`config.mk`:
```
export PLATFORM = sky130hd
export DESIGN_NAME = cur_block_buffer
export DESIGN_NICKNAME = d
export VERILOG_FILES = /design/src/rtl/me_pkg.sv /design/src/rtl/cur_row_mux.sv /design/src/rtl/cur_block_buffer.sv
export SDC_FILE = /design/constraint.sdc
export NUM_CORES = 2
export LEC_CHECK = 0
export CAP_MARGIN = 20
export CORE_MARGIN = 1
export CORE_UTILIZATION = 56
export CTS_CLUSTER_DIAMETER = 50
export DETAILED_ROUTE_END_ITERATION = 12
export PLACE_DENSITY = 0.9
export SLEW_MARGIN = 20
export SYNTH_ARGS = -nofsm -noshare
export SYNTH_HDL_FRONTEND = slang
export SYNTH_SLANG_ARGS = --single-unit
```
`constraint.sdc`:
```
create_clock -name clk -period 3.1 [get_ports clk]
set_input_delay 0.31 -clock clk [delete_from_list [all_inputs] [get_ports clk]]
set_output_delay 0.31 -clock clk [all_outputs]
set_load 0.01 [all_outputs]
```
`src/rtl/me_pkg.sv`:
```
// Shared definitions for the motion-estimation datapath.
//   PIX_W_DEF               : pixel width in bits
//   BLK_W_DEF / BLK_H_DEF   : default block geometry in pixels
//   IN_PIX_DEF              : default pixels per input word
//   calc_wpr / calc_wpb     : input words per block row / per block
//   fill_state_e            : write-bank fill state (FILL, FULL)
package me_pkg;

  localparam int PIX_W_DEF  = 8;
  localparam int BLK_W_DEF  = 8;
  localparam int BLK_H_DEF  = 8;
  localparam int IN_PIX_DEF = 4;

  typedef enum logic {
    FILL = 1'b0,
    FULL = 1'b1
  } fill_state_e;

  function automatic int calc_wpr(input int blk_w, input int in_pix);
    return blk_w / in_pix;
  endfunction

  function automatic int calc_wpb(input int blk_w, input int blk_h, input int in_pix);
    return calc_wpr(blk_w, in_pix) * blk_h;
  endfunction

endpackage

```
`src/rtl/cur_row_mux.sv`:
```
// Bank select for one output row of the current-block buffer.
//   bank0_row, bank1_row : this row's pixels in bank 0 / bank 1
//   rd_bank              : bank currently being read (already the new bank during a stagger)
//   sc                   : stagger counter; holds BLK_H-1 when no stagger is in progress
//   row                  : pixels presented on cur_out for this row
module cur_row_mux #(
  parameter int ROW_BITS = 64,
  parameter int ROW_IDX  = 0,
  parameter int SC_W     = 3
) (
  input  logic [ROW_BITS-1:0] bank0_row,
  input  logic [ROW_BITS-1:0] bank1_row,
  input  logic                rd_bank,
  input  logic [SC_W-1:0]     sc,
  output logic [ROW_BITS-1:0] row
);

  logic sel;

  // A row has switched once the stagger counter has reached its index;
  // until then it keeps showing the previous read bank (~rd_bank).
  always_comb begin
    sel = (int'(sc) >= ROW_IDX) ? rd_bank : ~rd_bank;
    row = sel ? bank1_row : bank0_row;
  end

endmodule

```
`src/rtl/cur_block_buffer.sv`:
```
// Ping-pong buffer for current-frame blocks feeding the SAD/PE array.
// One bank is filled from cur_in while the other is presented on cur_out.
// On a swap the output rows move to the new bank either one row per cycle
// (STAGGER=1) or all at once (STAGGER=0).
//   clk, rst    : clock, synchronous active-high reset
//   next_block  : single-cycle swap request (honoured only when the write bank is full)
//   cur_valid   : cur_in holds a valid word
//   cur_in      : IN_PIX pixels in raster order, lowest pixel in the LSBs
//   need_cur    : ready; a word is taken when cur_valid && need_cur
//   cur_out     : whole read block, row r at bits [(r+1)*BLK_W*PIX_W-1 : r*BLK_W*PIX_W]
//   blk_ready   : write bank completely filled
//   swap_busy   : row stagger in progress
//   swap_err    : one-cycle pulse after next_block arrived while still filling
module cur_block_buffer
  import me_pkg::*;
#(
  parameter int PIX_W   = PIX_W_DEF,
  parameter int BLK_W   = BLK_W_DEF,
  parameter int BLK_H   = BLK_H_DEF,
  parameter int IN_PIX  = IN_PIX_DEF,
  parameter int STAGGER = 1
) (
  input  logic                         clk,
  input  logic                         rst,
  input  logic                         next_block,
  input  logic                         cur_valid,
  input  logic [IN_PIX*PIX_W-1:0]      cur_in,
  output logic                         need_cur,
  output logic [BLK_W*BLK_H*PIX_W-1:0] cur_out,
  output logic                         blk_ready,
  output logic                         swap_busy,
  output logic                         swap_err
);

  localparam int WPR       = calc_wpr(BLK_W, IN_PIX);
  localparam int WPB       = calc_wpb(BLK_W, BLK_H, IN_PIX);
  localparam int ROW_BITS  = BLK_W * PIX_W;
  localparam int BLK_BITS  = ROW_BITS * BLK_H;
  localparam int WORD_BITS = IN_PIX * PIX_W;
  localparam int WIDX_W    = (WPB > 1) ? $clog2(WPB) : 1;
  localparam int SC_W      = (BLK_H > 1) ? $clog2(BLK_H) : 1;

  localparam logic [WIDX_W-1:0] WIDX_LAST = WIDX_W'(WPB - 1);
  localparam logic [SC_W-1:0]   SC_IDLE   = SC_W'(BLK_H - 1);

  // The refill of the old bank must never overtake the row stagger, and
  // words must tile rows exactly.
  if (BLK_W % IN_PIX != 0) begin : g_chk_tile
    $error("cur_block_buffer: BLK_W must be a multiple of IN_PIX");
  end
  if (WPB < BLK_H * STAGGER) begin : g_chk_stagger
    $error("cur_block_buffer: block fill is shorter than the row stagger");
  end
  if (WPR < 1) begin : g_chk_wpr
    $error("cur_block_buffer: IN_PIX wider than a block row");
  end

  logic [1:0][BLK_BITS-1:0] bank_q;
  logic                     rd_bank_q;
  logic [WIDX_W-1:0]        widx_q;
  fill_state_e              state_q;
  fill_state_e              state_d;
  logic [SC_W-1:0]          sc_q;
  logic                     swap_err_q;

  logic accept;
  logic last_word;
  logic swap_ok;

  // NOTE: every signal driven here gets a value before any branch, so no
  // path leaves one unassigned and no latch is inferred.
  always_comb begin
    state_d   = state_q;
    need_cur  = (state_q == FILL);
    blk_ready = (state_q == FULL);
    accept    = need_cur && cur_valid;
    last_word = accept && (widx_q == WIDX_LAST);
    // The swap is judged on the state at the edge, so a last word and a
    // swap request in the same cycle is still an early swap.
    swap_ok   = next_block && (state_q == FULL);
    case (state_q)
      FILL:    if (last_word) state_d = FULL;
      FULL:    if (swap_ok)   state_d = FILL;
      default: state_d = FILL;
    endcase
  end

  // NOTE: state registers use non-blocking assignments so every register
  // samples the values from before the edge, independent of statement order.
  always_ff @(posedge clk) begin
    if (rst) begin
      // NOTE: the bank storage is reset too, because the output must read
      // as zeros until the first block has been swapped in.
      bank_q     <= '0;
      rd_bank_q  <= 1'b0;
      widx_q     <= '0;
      state_q    <= FILL;
      sc_q       <= SC_IDLE;
      swap_err_q <= 1'b0;
    end else begin
      state_q    <= state_d;
      swap_err_q <= next_block && (state_q == FILL);

      if (accept) begin
        bank_q[~rd_bank_q][int'(widx_q)*WORD_BITS +: WORD_BITS] <= cur_in;
        widx_q <= last_word ? '0 : widx_q + 1'b1;
      end

      // sc counts the rows already switched; it saturates at SC_IDLE, which
      // doubles as "no stagger in progress".
      if (swap_ok) begin
        rd_bank_q <= ~rd_bank_q;
        if (STAGGER != 0) sc_q <= '0;
      end else if (sc_q != SC_IDLE) begin
        sc_q <= sc_q + 1'b1;
      end
    end
  end

  assign swap_busy = (sc_q != SC_IDLE);
  assign swap_err  = swap_err_q;

  for (genvar r = 0; r < BLK_H; r++) begin : g_row
    cur_row_mux #(
      .ROW_BITS (ROW_BITS),
      .ROW_IDX  (r),
      .SC_W     (SC_W)
    ) u_row_mux (
      .bank0_row (bank_q[0][r*ROW_BITS +: ROW_BITS]),
      .bank1_row (bank_q[1][r*ROW_BITS +: ROW_BITS]),
      .rd_bank   (rd_bank_q),
      .sc        (sc_q),
      .row       (cur_out[r*ROW_BITS +: ROW_BITS])
    );
  end

endmodule

```
[Word level (Yosys, flattened, before mapping)]
Index checks and enable logic that the tools add are counted.
Operators by class
  add/sub/neg operators: 3
  $mul: 0
  divide/modulo/power cells: 0
  magnitude comparators: 9
  equal/unequal tests: 2
  shift operators: 2
  mux-type cells: 24
  bitwise logic cells: 2
  reductions and logical operators: 6
Operators by type and width (number)
  1024-bit bitwise mux: 1
  512-bit demux with 1-bit select: 1
  512-bit two-way mux: 1
  64-bit two-way mux: 8
  32-bit by 33-bit variable shift with 512-bit output, first input constant: 1
  32-bit by 33-bit indexed part select with 512-bit output: 1
  9-bit negation with 33-bit output: 1
  3-bit greater-or-equal comparator, second input constant: 4
  1-bit two-way mux: 9
  3-bit by 2-bit greater-or-equal comparator with 1-bit output, second input constant: 2
  3-bit two-way mux: 2
  1-bit logical AND: 5
  4-bit by 1-bit adder with 4-bit output, second input constant: 1
  4-bit equality test, second input constant: 1
  4-bit two-way mux: 1
  3-bit by 1-bit adder with 3-bit output, second input constant: 1
  3-bit by 1-bit greater-or-equal comparator with 1-bit output, second input constant: 1
  3-bit != test, second input constant: 1
  1-bit by 2-bit less-than comparator with 1-bit output, second input constant: 1
  1-bit NOT: 2
  1-bit case mux with 2 select lines: 1
  2-bit nonzero test: 1
  1-bit greater-or-equal comparator, second input constant: 1
Word-level totals
  register bits: 1034
  latch bits: 0
  memory bits (writable): 0
  ROM bits: 0
  output and inout port bits: 516
  logic and storage cells: 55
  memories kept: 0

[Logic depth before layout (Yosys ltp)]
  depth in word-level cells: 6
  depth in mapped cells: 11
  mapped depth without buffers: 6

[Modules after synthesis]
From an unflattened synthesis, not the netlist that was laid out.
Unflattened totals
  cells, all modules: 4836
  area total of the unflattened synthesis: 47237.8 µm²
Modules (own cells, without submodules)
  cur_block_buffer: instances 1, cells each 4262, area an instance 39761.9 µm²
  cur_row_mux at g_row[3].u_row_mux: instances 1, cells each 72, area an instance 1079.8 µm²
  cur_row_mux at g_row[0].u_row_mux: instances 1, cells each 71, area an instance 1077.3 µm²
  cur_row_mux at g_row[1].u_row_mux: instances 1, cells each 72, area an instance 1057.3 µm²
  cur_row_mux at g_row[5].u_row_mux: instances 1, cells each 72, area an instance 937.1 µm²
  cur_row_mux at g_row[2].u_row_mux: instances 1, cells each 72, area an instance 890.9 µm²
  cur_row_mux at g_row[7].u_row_mux: instances 1, cells each 72, area an instance 813.3 µm²
  cur_row_mux at g_row[6].u_row_mux: instances 1, cells each 72, area an instance 812.0 µm²
  cur_row_mux at g_row[4].u_row_mux: instances 1, cells each 71, area an instance 808.3 µm²

[Worst setup path after synthesis]
No wires, ideal clock.
  kind: register -> register
  start point: reg widx_q[0]
  end point: reg bank_q[758] in the netlist's numbering
  library setup time: 120 ps
  arrival time: 2467 ps
  setup slack: 513 ps
  stages on the path, launching flop included: 10
  buffers on the path: 4
  clock period less this slack: 2587 ps
  cell sequence: dfxtp_1 buf_2 inv_1 ha_1 buf_6 or3b_1 buf_6 a2111oi_4 clkbuf_2 o21ai_1
On the way
  cells in the longest elaborated chain, start to end: 5
Ends and longest elaborated chain
  start: declaration: RTL line cur_block_buffer.sv:60  | logic [WIDX_W-1:0] widx_q;
  start signal: assignment: RTL line cur_block_buffer.sv:106  | widx_q <= last_word ? '0 : widx_q + 1'b1;
  9-bit negation with 33-bit output (*): RTL line cur_block_buffer.sv:105  | bank_q[~rd_bank_q][int'(widx_q)*WORD_BITS +: WORD_BITS] <= cur_in;
  32-bit by 33-bit variable shift with 512-bit output: RTL line cur_block_buffer.sv:105
  512-bit two-way mux (implied by the code): RTL line cur_block_buffer.sv:105
  512-bit demux with 1-bit select: RTL line cur_block_buffer.sv:105
  1024-bit bitwise mux (*): RTL line cur_block_buffer.sv:105
  end signal: indexed assignment: RTL line cur_block_buffer.sv:105
  end: declaration: RTL line cur_block_buffer.sv:58  | logic [1:0][BLK_BITS-1:0] bank_q;
Every way passes the cells marked *; elsewhere a longest branch is shown, timed or not.
A chain may end at the register's enable or synchronous reset.

[Worst setup path after layout]
  start point: reg sc_q[1]
  end point: out cur_out[192]
On the way
  cells in the longest elaborated chain, start to end: 3
Ends and longest elaborated chain
  start: declaration: RTL line cur_block_buffer.sv:63  | logic [SC_W-1:0] sc_q;
  start signal: assignment: RTL line cur_block_buffer.sv:115  | sc_q <= sc_q + 1'b1;
  3-bit by 2-bit greater-or-equal comparator with 1-bit output: RTL line cur_row_mux.sv:23  | sel = (int'(sc) >= ROW_IDX) ? rd_bank : ~rd_bank;
  1-bit two-way mux: RTL line cur_row_mux.sv:23
  64-bit two-way mux: RTL line cur_row_mux.sv:24  | row = sel ? bank1_row : bank0_row;
  end: declaration: RTL line cur_block_buffer.sv:29  | output logic [BLK_W*BLK_H*PIX_W-1:0] cur_out,
No other way between the ends.

==> results.md <==
Route:
- The pre-antenna-repair detailed-routing pass consisted of 12 iterations.
- The average vias per placed instance is 6.18.
- The wire length after detailed routing is 174 mm.
- The number of remaining DRC errors is 4.
- The routed layout has 38,800 vias.
- The count of nets left with antenna violations once routing finished came out at 0.
- The detail-routed net length per standard cell is 27.7 um.
- For this block, the initial DRC count from the detailed router was 4,726.

Power and ir drop:
- The power density over cell area is between 500 and 600 mW/mm2.
- The static leakage is approximately 26 nW.
- The maximum VDD drop is 0.000516 V.

Yosys:
- By count the netlist is led by sky130_fd_sc_hd__dfxtp_1 (1,034), sky130_fd_sc_hd__nand2b_1 (807), sky130_fd_sc_hd__mux2i_1 (640).
- The most frequent cell after synthesis is sky130_fd_sc_hd__dfxtp_1.
- The count of state elements after synthesis is approximately 1,000.
- The post-synthesis area per instance is ~10 um2.
- After synthesis the cells add up to ~0.046 mm2.
- The xor/xnor share of the synthesized area is 0.00243.
- The basic-gate share of the synthesized area counting and, or, nand and nor cells is 0.190.
- Counting flops with an async set or reset pin after synthesis yields a share of 0.
- Ranked by total cell area, the synthesized netlist is headed by sky130_fd_sc_hd__dfxtp_1 (45%), sky130_fd_sc_hd__mux2i_1 (14%), sky130_fd_sc_hd__mux2_2 (12%).
- For this run, the number of Yosys warnings is 0.
- Of the post-synthesis cell area, the dominant cell type holds 0.447.
- After synthesis, the netlist uses 46 different library cells.
- The share of the yosys chip area belonging to registers is 0.447.
- The number of instances in the synthesized netlist is 4,540.
- The number of synthesized flops with an enable pin is 0.
- The number of nets in the synthesized netlist is 4,584.
- After synthesis, the share of cell area in mux cells is 0.263.
- The area fraction in compound gates after synthesis is 0.0543.
- For this run, the leading register cell type out of synthesis is sky130_fd_sc_hd__dfxtp_1.
- After synthesis, the largest family of logic cells by area is multiplexers.
- The adder-cell share of the synthesized area is 0.00216.
- The largest total area in the synthesized netlist belongs to sky130_fd_sc_hd__dfxtp_1.

STA:
- The slew at the pin closest to its max-slew limit is 1220 ps.
- The total count of hold-check failures in the final report is 0.
- The hold slack is 294 ps.
- The worst relative slew slack is 0.186.
- The routed design could run at a clock period as short as 3390 ps.
- The slack of the critical path is -295 ps.
- Across the routed clock network, the largest skew measured is 32.9 ps.
- The count of endpoints failing setup in the final report is 202.
- Based on the critical path, the design can be clocked at up to ~0.29 GHz.
- Setup total negative slack on the finished layout was measured at -18,720 ps.
- In the finished design, the share of the clock period the worst path needs comes to 1.10.
- The number of slew-limit violations in the final report is 0.
- Setup repair after global routing could not meet its margin everywhere.

Die:
- The number of rows in the core area is 105.
- The total area inside the core boundary comes to 0.0820 mm2.
- In this run the vertical extent of the chip is 289 um.
- The number of top-level design ports is 552.
- The initial utilization of the core area, before any placement, comes to 0.564.
- The die area is between 0.08 and 0.09 mm2.
- In this run the horizontal extent of the chip is slightly below 300 um.

Status:
- The final reports fail on DRC, setup timing.
- The run finished, with violations left.

Critical path:
- STA classifies the critical path startpoint as a register.
- The worst setup path is of the reg -> out kind.
- In this run the worst path has a maximum fanout of 5.
- The endpoint class of the critical path is an output pin.
- Data on the critical path arrives at its endpoint at 3080 ps.
- The critical path's slowest cell is sky130_fd_sc_hd__mux2_4.
- The critical path buffer and inverter count is 6.
- The stage delay of the slowest cell on the critical path is 390 ps.
- The signal on the critical path passes through ha_4, ha_4, a211oi_4, xnor2_4, buf_12, buf_4, buf_12, buf_4, buf_6, mux2_4, buf_6.
- The worst path required time is about 2800 ps.
- The cell family with the largest share of critical-path delay is buffers and inverters.

Cells and area:
- In the final design database the tool counted 5,151 nets.
- At the end of the flow the core is filled with cells to 0.724.
- The area overhead of the layout relative to synthesis is 28.2%.
- In the final layout, the share of cells above drive strength 1 is 0.255.
- Counting the fill cells in the layout gives 5,097.

CTS:
- The later pin in the worst-skew pair is clocked with a latency of 710 ps.
- CTS placed an instance of sky130_fd_sc_hd__clkbuf_16 at the clock tree root.
- Buffers inserted during clock tree synthesis total 111.
- The number of buffers on the longest clock path is 3.
- Clock-pin slew was measured on the worst setup and hold paths at 60 ps.
- Clock tree synthesis found a total of 1,034 sinks.
- The depth of the CTS H-tree is 3.
- The number of hold buffers added after cts is 0.
- TritonCTS built the clock tree.

GRT:
- The total track usage is 0.364.
- The final global-route overflow total is 0.
- Entering global routing, the biggest net connects 187 pins.
- The number of antenna violations at the first check in global routing is 27.
- The via count of the first global-routing pass came to 37,200.
- The first global-routing pass estimated 231 mm of wire.

Run:
- The max-cap check violation count is 0.

Placed design:
- The wire-length estimate of the detail-placed layout is 97.8 mm.
- At the end of routability-driven placement, the weighted congestion stood at 0.907.
- The port buffer count is 551.
- Before CTS, the worst setup slack after placement is between 150 and 200 ps.

Hold path:
- The tightest min-delay check is of the in -> reg type.
worst paths after layout:
path / start / endpoint / slack, ps / cells past startpoint
setup / recovery: sc_q[1]$_SDFFE_PP1P_ / cur_out[192] / -290 / 11
setup reg to reg: widx_q[1]$_SDFFE_PP0P_ / bank_q[212]$_SDFFE_PP0P_ / 320 / 7
hold reg to reg: bank_q[761]$_SDFFE_PP0P_ / bank_q[761]$_SDFFE_PP0P_ / 470 / 2
hold / removal: rst / widx_q[1]$_SDFFE_PP0P_ / 290 / 2
metal layers:
| layer | GRT usage | vias to the layer above | wire [um] |
|---|---|---|---|
| met5 | 0 | - | 97 |
| met4 | 0.303 | 16 | 16500 |
| met3 | 0.0846 | 848 | 19500 |
| met2 | 0.559 | 2643 | 76000 |
| met1 | 0.434 | 18700 | 62200 |
| li1 | - | 16700 | - |
area by class of cell:
| class | instances | area [um2] | area share |
|---|---|---|---|
| sequential | 1034 | 20700 | 0.349 |
| inverter | 9 | 33.8 | 0.000569 |
| antenna | 17 | 42.5 | 0.000717 |
| clock buffer | 153 | 3170 | 0.0534 |
| multi-input combinational | 3102 | 24700 | 0.416 |
| timing repair buffer | 849 | 8780 | 0.148 |
| tap | 1070 | 1340 | 0.0226 |
| clock inverter | 52 | 577 | 0.00972 |
power breakdown:
group | switching [W] | internal [W] | total, W
Combinational | 0.00331 | 0.00381 | 0.00712
Sequential | 0.0000465 | 0.0133 | 0.0134
Clock | 0.00594 | 0.00773 | 0.0137
Total | 0.00930 | 0.0249 | 0.0342
state kept, by name, indices dropped and copies added, names as in the netlist:
| name | count |
|---|---|
| widx_q | 4 |
| blk_ready | 1 |
| sc_q | 3 |
| rd_bank_q | 1 |
| swap_err | 1 |
| bank_q | 1024 |
what timing repair did:
item / in CTS / in global routing
gates cloned: 20 / 6
setup endpoints to repair: 449 / 351
resized for setup: 1048 / 551
buffers inserted: 76 / 85
pin swaps: 9 / 7
metrics by stage:
step           area (um2)  power (W)  cells
2_1_floorplan       46300     0.0159   4540
3_3_place_gp        52900     0.0170   5892
3_5_place_dp        52900     0.0171   5892
4_1_cts             57800     0.0326   6193
5_1_grt             59300     0.0348   6283
6_report            59300     0.0342   6286
placed cells by master, fill, tap and decap left out, types with 153 or more instances in the layout:
| cell type | Yosys | layout |
|---|---|---|
| sky130_fd_sc_hd__o21ai_0 | 429 | 429 |
| sky130_fd_sc_hd__clkdlybuf4s50_1 | 0 | 176 |
| sky130_fd_sc_hd__dfxtp_1 | 1034 | 1030 |
| sky130_fd_sc_hd__mux2i_1 | 640 | 640 |
| sky130_fd_sc_hd__buf_4 | 24 | 153 |
| sky130_fd_sc_hd__buf_6 | 20 | 200 |
| sky130_fd_sc_hd__mux2_2 | 505 | 346 |
| sky130_fd_sc_hd__nand3b_1 | 192 | 192 |
| sky130_fd_sc_hd__mux2_4 | 0 | 166 |
| sky130_fd_sc_hd__nand2_1 | 172 | 169 |
| sky130_fd_sc_hd__nand2b_1 | 807 | 805 |
kinds of logic after synthesis:
kind of cell / Yosys count
DFF: 1034
adders and majority gates: 8
AOI/OAI and AO/OA: 471
and+or+nand+nor: 1459
muxes: 1152
buffers and inverters: 404
xor gates and xnor gates: 12
(Power assumes the default switching activity.)
